`config.mk`:
```
export PLATFORM = sky130hd
export DESIGN_NAME = pipeline_lane_tracker
export DESIGN_NICKNAME = d
export VERILOG_FILES = /design/src/rtl/pipeline_output_checker.sv
export SDC_FILE = /design/constraint.sdc
export NUM_CORES = 1
export LEC_CHECK = 0
export CELL_PAD_IN_SITES_DETAIL_PLACEMENT = 1
export CELL_PAD_IN_SITES_GLOBAL_PLACEMENT = 1
export CORE_MARGIN = 1
export CORE_UTILIZATION = 22
export DETAILED_ROUTE_END_ITERATION = 7
export PLACE_DENSITY_LB_ADDON = 0.3
export SKIP_CTS_REPAIR_TIMING = 1
export SYNTH_ARGS = -nofsm -noshare
export SYNTH_HDL_FRONTEND = slang
export SYNTH_SLANG_ARGS = --single-unit
```
`constraint.sdc`:
```
create_clock -name clk -period 2.12 [get_ports clk]
set_input_delay 0.424 -clock clk [delete_from_list [all_inputs] [get_ports clk]]
set_output_delay 0.424 -clock clk [all_outputs]
set_load 0.02 [all_outputs]
```
`src/rtl/pipeline_output_checker.sv`:
```
// Consumer-side checker for the dual-pipeline walking-pattern path: per-lane lock/track,
// flush requests, saturating error counters and a sticky tamper alarm.

module pipeline_lane_tracker #(
  parameter bit SHIFT_LEFT = 1'b1
) (
  input  logic        clk,
  input  logic        reset,
  input  logic [31:0] data,
  input  logic        valid,
  output logic        locked,
  output logic        mismatch
);

  typedef enum logic [0:0] {SYNC, TRACK} lane_state_t;

  localparam logic [31:0] SEED = 32'h0001_0000;

  lane_state_t state, state_next;
  logic [2:0]  idx, idx_next;
  logic [31:0] expected;

  // Lane 1 walks the seed bit upwards, lane 2 walks it downwards.
  assign expected = SHIFT_LEFT ? (SEED << idx) : (SEED >> idx);

  always_ff @(posedge clk) begin
    if (reset) begin
      state <= SYNC;
      idx   <= 3'd0;
    end else begin
      state <= state_next;
      idx   <= idx_next;
    end
  end

  always_comb begin
    state_next = state;
    idx_next   = idx;
    mismatch   = 1'b0;
    if (valid) begin
      unique case (state)
        SYNC: begin
          if (data == SEED) begin
            state_next = TRACK;
            idx_next   = 3'd1;
          end
        end
        TRACK: begin
          if (data == expected) begin
            idx_next = idx + 3'd1;
          end else begin
            mismatch   = 1'b1;
            state_next = SYNC;
            idx_next   = 3'd0;
          end
        end
        default: begin
          state_next = SYNC;
          idx_next   = 3'd0;
        end
      endcase
    end
  end

  assign locked = (state == TRACK);

endmodule


```
==> flow_summary_export.csv <==
group,metric,value,unit
status,status,"complete, but fails checks",
status,failing_checks,"setup timing",
yosys,synth_cell_types,23,
route,route.detailed.wl_per_inst,13.46,um
final_layout,area.growth.synth_to_final,138.7,%
route,drtPass1Iterations,3,
yosys,xor_xnor_share_of_the_synthesized_area,3.518,%
yosys,synthMuxAreaShare,0,%
worst_setup_path,cp-start-kind,"flop",
placement,detailedPlacementHpwl,1364,um
sta,timing.setup.tns,-0.03545,ns
final_layout,final_design_area_no_fill,1189,um2
sta,tightestPinTransition,0.2970,ns
yosys,most_area_consuming_cells_after_synthesis,"dfxtp_1, ha_1, nor4_2, nor3_1, and4bb_2",
yosys,async_flop_share,0,%
pwr,sequentialPowerShare,28.6,%
sta,final_hold_viol_count,0,
sta,finClkSkew,0.004407,ns
route,detail-route-antenna-nets,0,
grt,grt_start_max_net_pins,9,
sta,rsz_0062_raised_after_global_routing,"true",
pwr,power_leakage,0.0006677,uW
clock_network,cts_max_path_buffers,2,
floorplan,placeableCoreArea,2042,um2
yosys,synth_fa_ha_area_share,15.08,%
pwr,vdd_ir_drop_max,0.0001271,V
yosys,seq_area_frac_synth,16.08,%
clock_network,cts_tree,"built",
pwr,power.density_cell_area,218.5,nW/um2
clock_network,clk_latency,0.23,ns
grt,grt_first_pass_wirelength,2635,um
route,post-route-drc-count,0,
placement,routabilityCongestion,0.7327,
worst_setup_path,critical_path_peak_fanout,4,
route,totalWireLength,1817,um
placement,total_instance_count_after_detailed_placement,131,
final_layout,layoutNonFillerInstCount,135,
sta,hold_slack,0.4991,ns
yosys,synth-compound-area-share,13.32,%
yosys,netlist.top_cell.by_area,"dfxtp_1",
sta,maximum_clock_frequency,463.9,MHz
yosys,ys.flop_type,"dfxtp_1",
yosys,synth_warnings,0,
route,drt_iter0_drc,4,
sta,final_max_slew_viol_count,0,
job,cap_violations,0,
floorplan,fp-row-count,16,
pwr,switching_share,22.97,%
floorplan,top_level_ports,37,
floorplan,initial_core_utilization,24.39,%
placement,placed_area,974.7,um2
yosys,synth_enable_flop_cells,0,
route,via_per_inst,5.037,
floorplan,die_h,49.58,um
yosys,syn-cell-area,498.0,um2
yosys,largest_family_of_logic_cells_by_synthesized_area,"simple AND/OR/NAND/NOR gates",
floorplan,floorplan.die.width,49.58,um
floorplan,area_of_the_die,2458,um2
yosys,syn_nets,98,
worst_setup_path,cp.arrival,1.73,ns
final_layout,drive_above_1_share,41.67,%
sta,period_minus_slack,2.155,ns
pwr,cellInternalPower,200.1,uW
worst_setup_path,end_kind,"output pin",
pwr,comb_power_share,35.6,%
sta,fin_ws,-0.03545,ns
yosys,post_synth_and_or_nand_nor_area_fraction,48.99,%
clock_network,root_cell_of_the_clock_tree,"clkbuf_4",
clock_network,numClockSinks,4,
sta,relSlewSlack,80.04,%
worst_setup_path,critical_path_required,1.70,ns
yosys,ys_seq_elements,4,
clock_network,clk_transition_reported_paths,0.03,ns
placement,portBuffers,36,
pwr,clock_power_share,35.7,%
placement,post-place-ws,-0.7153,ns
final_layout,antenna_cells_inserted,0,
yosys,synth_top_area_share,16.08,%
sta,finalSetupViolations,1,
grt,first_global_vias,703,
pwr,net-switching-power,59.66,uW
min_path,worst_hold_path_class,"flop to flop",
yosys,avgSynthCellArea,8.736,um2
yosys,postSynthCellCount,57,
final_layout,num-nets-final,151,
clock_network,cts_inserted_buffers,3,
final_layout,final_common_cell,"dlymetal6s2s_1",
grt,grt_overflow,0,
sta,min_period_over_period,101.7,%
final_layout,fill_cells,239,
final_layout,most-common-layout-cells,"dlymetal6s2s_1, buf_4, nor4_2",
worst_setup_path,timing.setup.critical_path_class,"flop to output pin",
route,via_count,680,
grt,number_of_antenna_violations_at_the_first_check_in_global_routing,0,
grt,grt_usage,13.70,%
clock_network,htree_num_levels,1,
[worst max-delay path, cell delays in order (launching register included)]
cell and delay (ns):
dfxtp_4 0.36, buf_6 0.10, ha_4 0.13, nor4bb_4 0.28, nor3_2 0.07, nor3_2 0.29
a21oi_2 0.11, buf_4 0.17
[flip-flops by register name, summed over array words and instances (netlist names)]
register,cells
locked,1
idx,3
[through the flow]
step	utilization [%]	power (uW)
detailed placement	47.73	169.6
global route	58.21	272.2
floorplan	-	90.28
CTS	48.84	265.9
finish	58.21	259.7
global placement	47.73	168.0
[logic make-up after synthesis]
group | count (synthesis)
adder cells (fa/ha/maj) | 6
buffers and inverters | 4
AND/OR/NAND/NOR | 32
XOR/XNOR | 2
flip-flops | 4
AO/OA/AOI/OAI | 9
[area by class of cell]
| type | instances | area [um2] | area share [%] |
|---|---|---|---|
| clock buffers | 3 | 22.52 | 1.895 |
| repair buffers | 48 | 526.8 | 44.32 |
| multi-input cells | 49 | 505.5 | 42.53 |
| well taps | 27 | 33.78 | 2.842 |
| flip-flops and latches | 4 | 85.08 | 7.158 |
| inverters | 4 | 15.01 | 1.263 |
[worst paths after layout]
| check | startpoint | endpoint | slack [ns] | cells after the start |
|---|---|---|---|---|
| min reg2reg | idx[1] | idx[1] | 0.50 | 1 |
| max reg2reg | idx[0] | locked | 0.40 | 8 |
| max | idx[0] | mismatch | -0.04 | 7 |
| min | idx[1] | idx[1] | 0.50 | 1 |
[power groups by stage]
stage / Sequential [uW] / Combinational, uW / Clock, uW
2_1_floorplan: 76.8 / 13.5 / 0
3_3_place_gp: 76.8 / 91.2 / 0
3_5_place_dp: 76.8 / 92.8 / 0
4_1_cts: 75.6 / 93.2 / 97.0
5_1_grt: 74.3 / 99.6 / 98.4
6_report: 74.4 / 92.5 / 92.8
[Yosys cell counts (3+ instances only)]
cell type  count
nor3_1         8
ha_1           6
nor4_2         5
dfxtp_1        4
inv_1          4
nand2_1        4
nor4_1         3
[layer usage]
layer | wire length, um | GRT usage, %
met1 | 675 | 13.10
met4 | 0 | 5.714
met2 | 1057 | 29.05
met5 | 0 | 0
met3 | 84 | 0.6173
Note: power is estimated with default switching activity, not from simulation.
